--- config.mk ---
export PLATFORM = sky130hd
export DESIGN_NAME = axi_wr_arb_0
export DESIGN_NICKNAME = d
export VERILOG_FILES = /design/src/rtl/axi_fabric_0_pkg.sv /design/src/rtl/axi_rr_pick_0.sv /design/src/rtl/axi_wr_arb_0.sv
export SDC_FILE = /design/constraint.sdc
export NUM_CORES = 1
export LEC_CHECK = 0
export CAP_MARGIN = 20
export CORE_AREA = 2 2 39 41
export CTS_BUF_LIST = sky130_fd_sc_hd__clkbuf_4
export DETAILED_ROUTE_END_ITERATION = 10
export DIE_AREA = 0 0 41 43
export PLACE_DENSITY = 0.69
export SYNTH_ARGS = -nofsm -noshare
export SYNTH_HDL_FRONTEND = slang
export SYNTH_HIERARCHICAL = 1
export SYNTH_SLANG_ARGS = --single-unit
--- constraint.sdc ---
create_clock -name clk -period 1.3 [get_ports clk]
set_clock_uncertainty 0.1 [all_clocks]
set_input_delay 0.39 -clock clk [delete_from_list [all_inputs] [get_ports clk]]
set_output_delay 0.39 -clock clk [all_outputs]
set_load 0.02 [all_outputs]
--- src/rtl/axi_fabric_0_pkg.sv ---
// Shared AXI fabric 0 types: arbiter state encoding and master index helpers.
// Pure declarations. No latency and no backpressure.
package axi_fabric_0_pkg;

    typedef enum logic [1:0] {
        IDLE = 2'd0,
        ADDR = 2'd1,
        DATA = 2'd2,
        RESP = 2'd3
    } arb_state_t;

    localparam int MST_MAX = 16;

    function automatic int idx_width(input int n);
        int w;
        w = 1;
        while ((1 << w) < n) w++;
        return w;
    endfunction

    localparam int MST_IDX_W      = idx_width(MST_MAX);
    localparam int ARB_IDX_W_DFLT = idx_width(2);

    typedef logic [MST_IDX_W-1:0] mst_idx_t;

endpackage

--- src/rtl/axi_rr_pick_0.sv ---
// Combinational picker: first requester at or above base, else lowest requester (wrap).
// Zero latency. No backpressure; any=0 when nothing requests.
module axi_rr_pick_0 #(
    parameter int N = 2,
    parameter int W = 1
) (
    input  logic [N-1:0] req,
    input  logic [W-1:0] base,
    output logic [N-1:0] gnt_oh,
    output logic [W-1:0] gnt_idx,
    output logic         any
);

    always_comb begin
        gnt_oh  = '0;
        gnt_idx = '0;
        any     = 1'b0;
        for (int j = 0; j < N; j++) begin
            if (!any && req[j] && (j >= int'(base))) begin
                any       = 1'b1;
                gnt_oh[j] = 1'b1;
                gnt_idx   = W'(j);
            end
        end
        // Wrapped half of the search: indices below base.
        for (int j = 0; j < N; j++) begin
            if (!any && req[j]) begin
                any       = 1'b1;
                gnt_oh[j] = 1'b1;
                gnt_idx   = W'(j);
            end
        end
    end

endmodule

--- src/rtl/axi_wr_arb_0.sv ---
// Per-slave AXI write arbiter: 1-cycle arbitration, grant held through AW, W(last) and B.
// Handshakes pass straight through for the granted master only. AXI_WR_ARB_RR_EN selects round-robin over fixed priority.
module axi_wr_arb_0
    import axi_fabric_0_pkg::*;
#(
    parameter int                     PARAM_WIDTH    = 32,
    parameter logic [PARAM_WIDTH-1:0] MASTER_NUM     = 2,
    parameter logic [PARAM_WIDTH-1:0] MASTER_NUM_LOG = ARB_IDX_W_DFLT
) (
    input  logic                      clk,
    input  logic                      rst,
    input  logic [MASTER_NUM-1:0]     m_awvalid,
    output logic [MASTER_NUM-1:0]     m_awready,
    input  logic [MASTER_NUM-1:0]     m_wvalid,
    input  logic [MASTER_NUM-1:0]     m_wlast,
    output logic [MASTER_NUM-1:0]     m_wready,
    output logic [MASTER_NUM-1:0]     m_bvalid,
    input  logic [MASTER_NUM-1:0]     m_bready,
    output logic                      s_awvalid,
    input  logic                      s_awready,
    output logic                      s_wvalid,
    output logic                      s_wlast,
    input  logic                      s_wready,
    input  logic                      s_bvalid,
    output logic                      s_bready,
    output logic [MASTER_NUM_LOG-1:0] grant_id,
    output logic                      busy
);

    localparam int N = int'(MASTER_NUM);
    localparam int L = int'(MASTER_NUM_LOG);

    arb_state_t      state, state_nxt;
    logic [L-1:0]    base;
    logic [L-1:0]    pick_idx;
    logic [N-1:0]    pick_oh;
    logic            any_req;
    logic            b_done;

    axi_rr_pick_0 #(
        .N (N),
        .W (L)
    ) u_pick (
        .req     (m_awvalid),
        .base    (base),
        .gnt_oh  (pick_oh),
        .gnt_idx (pick_idx),
        .any     (any_req)
    );

    assign b_done = (state == RESP) && s_bvalid && m_bready[grant_id];

`ifdef AXI_WR_ARB_RR_EN
    logic [L-1:0] rr_ptr;

    always_ff @(posedge clk) begin
        if (rst) begin
            rr_ptr <= '0;
        end else if (b_done) begin
            rr_ptr <= (grant_id == L'(MASTER_NUM - 1)) ? '0 : grant_id + 1'b1;
        end
    end

    assign base = rr_ptr;
`else
    assign base = '0;
`endif

    always_ff @(posedge clk) begin
        if (rst) begin
            state    <= IDLE;
            grant_id <= '0;
        end else begin
            state <= state_nxt;
            if ((state == IDLE) && any_req) begin
                grant_id <= pick_idx;
            end
        end
    end

    always_comb begin
        state_nxt = state;
        m_awready = '0;
        m_wready  = '0;
        m_bvalid  = '0;
        s_awvalid = 1'b0;
        s_wvalid  = 1'b0;
        s_wlast   = 1'b0;
        s_bready  = 1'b0;
        busy      = (state != IDLE);
        case (state)
            IDLE: begin
                if (any_req) state_nxt = ADDR;
            end
            ADDR: begin
                s_awvalid           = m_awvalid[grant_id];
                m_awready[grant_id] = s_awready;
                // A request withdrawn before its handshake releases the slave.
                if (m_awvalid[grant_id] && s_awready) begin
                    state_nxt = DATA;
                end else if (!m_awvalid[grant_id]) begin
                    state_nxt = IDLE;
                end
            end
            DATA: begin
                s_wvalid           = m_wvalid[grant_id];
                s_wlast            = m_wlast[grant_id];
                m_wready[grant_id] = s_wready;
                if (m_wvalid[grant_id] && s_wready && m_wlast[grant_id]) begin
                    state_nxt = RESP;
                end
            end
            RESP: begin
                m_bvalid[grant_id] = s_bvalid;
                s_bready           = m_bready[grant_id];
                if (b_done) state_nxt = IDLE;
            end
            default: state_nxt = IDLE;
        endcase
    end

endmodule

Word-level counts from Yosys, hierarchy flattened:

Cells that the tools add are included.
W data, S select, Z words.

* bits in registers: 3
* input bits: 13
* output and inout port bits: 12
* logic and storage cells: 60

* order comparisons: 2
* eq/ne operators: 7
* multiplexer cells: 30
* bitwise gates (word level): 3
* reductions and logical operators: 16

Operators by type and width (count)
* $mux W1: 20
* $mux W2: 8
* $logic_and A1 B1 Y1: 10
* $pmux W2 S4: 1
* $and A2 B2 Y2: 3
* $ne A2 B2 Y1 const B: 3
* $eq A2 B2 Y1 const B: 2
* $reduce_and A4 Y1: 1
* $logic_not A1 Y1: 3
* $ne A3 B3 Y1 const B: 1
* $eq A2 B1 Y1 const B: 1
* $logic_not A2 Y1: 1
* $lt A1 B2 Y1 const B: 1
* $reduce_bool A2 Y1: 1
* $demux W1 S1: 1
* $ge A1 B1 Y1 const B: 1

Logic depth before layout (Yosys ltp):

* depth after elaboration: 12
* depth in mapped cells: 5
* depth with buffers taken out: 5

Modules after synthesis:

Netlist, hierarchy kept.

Modules (own cells, without submodules)
* axi_wr_arb_0: instances 1, cells each 42, area each 332.8 um2, sequential area each 60.1 um2
* axi_rr_pick_0: instances 1, cells each 5, area each 32.5 um2, sequential area each 0.0 um2

Worst setup path before layout:

Ideal clock, no wire load.

* path kind: reg-to-output
* start: reg grant_id
* end: out m_wready[1]
* arrival: 1.189 ns
* required time: 0.810 ns
* path slack: -0.379 ns
* stages on the path, launching flop included: 4
* path buffers: 1
* path through: dfxtp_1 > buf_6 > inv_1 > nor3_1

* cells in the longest elaborated chain, start to end: 6
* elaborated cells between the ends (all ways): 7
* those cells by class: 2 x order compare; 3 x mux; 1 x bitwise; 1 x reduce/logical

RTL lines
* start, declared: RTL line axi_wr_arb_0.sv:26 `output logic [MASTER_NUM_LOG-1:0] grant_id,`
* start signal, assigned: RTL line axi_wr_arb_0.sv:76 `grant_id <= pick_idx;`
* $lt A1 B2 Y1 (not written as such) / $ge A1 B1 Y1 (equally long branches): RTL line axi_wr_arb_0.sv:108 `m_wready[grant_id] = s_wready;`
* $logic_and A1 B1 Y1 (not written as such): RTL line axi_wr_arb_0.sv:108
* $mux W1 (not written as such): RTL line axi_wr_arb_0.sv:108
* $demux W1 S1 (*): RTL line axi_wr_arb_0.sv:108
* $and A2 B2 Y2 (no line) (*)
* $mux W2 (*): RTL line axi_wr_arb_0.sv:91 `case (state)`
* end, declared: RTL line axi_wr_arb_0.sv:16 `output logic [MASTER_NUM-1:0] m_wready,`

Every way passes the cells marked *; elsewhere a longest branch is shown, timed or not.

Worst setup path in the final report:

* start: reg grant_id
* end: out s_bready

* cells in the longest elaborated chain, start to end: 3

RTL lines
* $mux W1 (not written as such) (2 in a row): RTL line axi_wr_arb_0.sv:115 `s_bready = m_bready[grant_id];`
* $mux W1: RTL line axi_wr_arb_0.sv:91
* end, declared: RTL line axi_wr_arb_0.sv:25 `output logic s_bready,`

Every way passes these cells. The select of a mux whose other input is x is not followed.

==> results.txt <==
run status = finished with violations
failing checks = setup timing
DR WL/cell = 11.98 um
number of global-route vias before repair = 443
First DRT Iteration DRCs = 5
dpl hpwl = 821 um
Area Overhead vs Synth = 154.6%
Reg clk slew, reported paths = 0.04 ns
Final Worst Setup Slack = -0.4162 ns
row count = 14
CTS buffer count = 3
# IOs = 25
First-pass DRT Iterations = 2
vias = 477
Max VDD drop = 495.4 uV
placed cell areas = 721.9 um2
Starting Density = 25.32%
fmax = 582.7 MHz
post-synth net total = 58
DIE HEIGHT = 43 um
Final Core Density = 64.47%
post-route insts no fill = 104
nets@finish = 102
CP endpoint kind = output pin
post-route cell area = 892.1 um2
dpl ws = -0.9403 ns
P_int = 704.0 uW
clock share of power = 17.3%
Routed Antenna Nets = 0
Clock Path Buffers = 2
die width = 41 um
Core ar. = 1384 um2
Pleak = 0.0003975 uW
GPL Wtd Cong = 0.6595
sw frac = 38.80%
Combinational Power Share = 67.9%
full die area = 1763 um2
CTS sink cnt = 3
NetSw = 446.3 uW
Synth Warn # = 6
clock root buffer = clkbuf_4
pin count of the biggest net entering global routing = 9
Overflow after GRT = 0
Port Buf Inserts = 24
critical path type = register to output pin
htree depth = 1
syn avg cell area = 7.785 um2
Worst Setup Start Kind = register
number of instances in the placed design = 93
Final setup viols = 14
initial antenna violation count = 0
Hold WS = 0.4904 ns
GRT Util Overall = 16.35%
CTS tree = built
Final Hold Viols = 0
Mapped Area = 350.3 um2
RSZ-0062 raised after global routing = yes
Cells after Synth = 45
ant diodes = 0
reg-to-reg slack, setup = -0.22 ns
total of max-cap violations = 0
Data arrival, critical path = 1.23 ns
layout cells sized above 1 = 70.45%
Slew Viols, Final = 0
first-pass GRT wire length = 1.863 mm
HP Class = register to register
Avg Vias per Cell = 4.587
Final Critical Period = 1.716 ns
Worst EP required = 0.81 ns
crit share post-route = 132.0%
critical path peak fanout = 8
Routed WL = 1.246 mm
clk_lat worst skew = 0.24 ns
fill count = 123
Pwr Density = 1289 nW/um2
sequential share of power = 14.8%
Residual DRC = 0
[per-layer routing]
metal  vias to the layer above  wire length [um]  track usage [%]
met2                        17               736            27.81
met3                         4                73            4.188
met1                       216               409            16.35
met4                         0                27            10.00
met5                         -                 0                0
li1                        240                 -                -
[per-stage QoR]
stage / total power, uW / TNS (ns)
6_report: 1150 / -4.128
4_1_cts: 1101 / -3.925
3_5_place_dp: 711.9 / -11.27
2_1_floorplan: 503.6 / -1.140
5_1_grt: 1217 / -4.810
3_3_place_gp: 703.7 / -11.10
[power groups by stage]
stage	Clock (uW)	Sequential, uW	Combinational, uW
after CTS	195	169	736
after floorplan	0	146	357
after global routing	213	175	829
after global placement	0	168	535
final	199	171	781
after detailed placement	0	168	544
[what timing repair did]
action | CTS | global route
hold buffers | 0 | 0
gates resized for setup | 98 | 7
pin swaps | 10 | 3
buffers inserted | 7 | 1
endpoints found under the setup margin | 15 | 14
[worst max-delay path: stages, from the launching register on]
cell and delay (ns):
dfxtp_4 0.40, mux2_4 0.32, and3_4 0.15, buf_6 0.12
[layout by cell type (no fill, tap or decap), types with 2 or more instances in the layout]
cell,instances
dfxtp_4,3
buf_2,2
nor2_4,3
clkbuf_4,4
mux2i_1,2
buf_4,10
inv_1,2
nand4_1,2
inv_2,2
mux2_4,2
dlygate4sd2_1,10
buf_6,17
and3_4,4
nor3_2,2
nor2_1,2
[final cells by class]
cell class | instances | area [um2] | area share (%)
inverters | 5 | 21.27 | 2.384
flip-flops and latches | 3 | 71.32 | 7.994
multi-input cells | 35 | 365.4 | 40.95
well taps | 16 | 20.02 | 2.244
repair buffers | 41 | 384.1 | 43.06
clock buffers | 4 | 30.03 | 3.366
[worst paths after layout]
kind | to | cells past startpoint | from
worst max-delay path | s_bready | 3 | grant_id$_SDFFE_PP0P_
worst min register to register | grant_id$_SDFFE_PP0P_ | 2 | grant_id$_SDFFE_PP0P_
worst min-delay path | grant_id$_SDFFE_PP0P_ | 2 | grant_id$_SDFFE_PP0P_
worst max register to register | state[0]$_SDFFE_PP0P_ | 5 | grant_id$_SDFFE_PP0P_
Note: power is estimated with default switching activity, not from simulation.
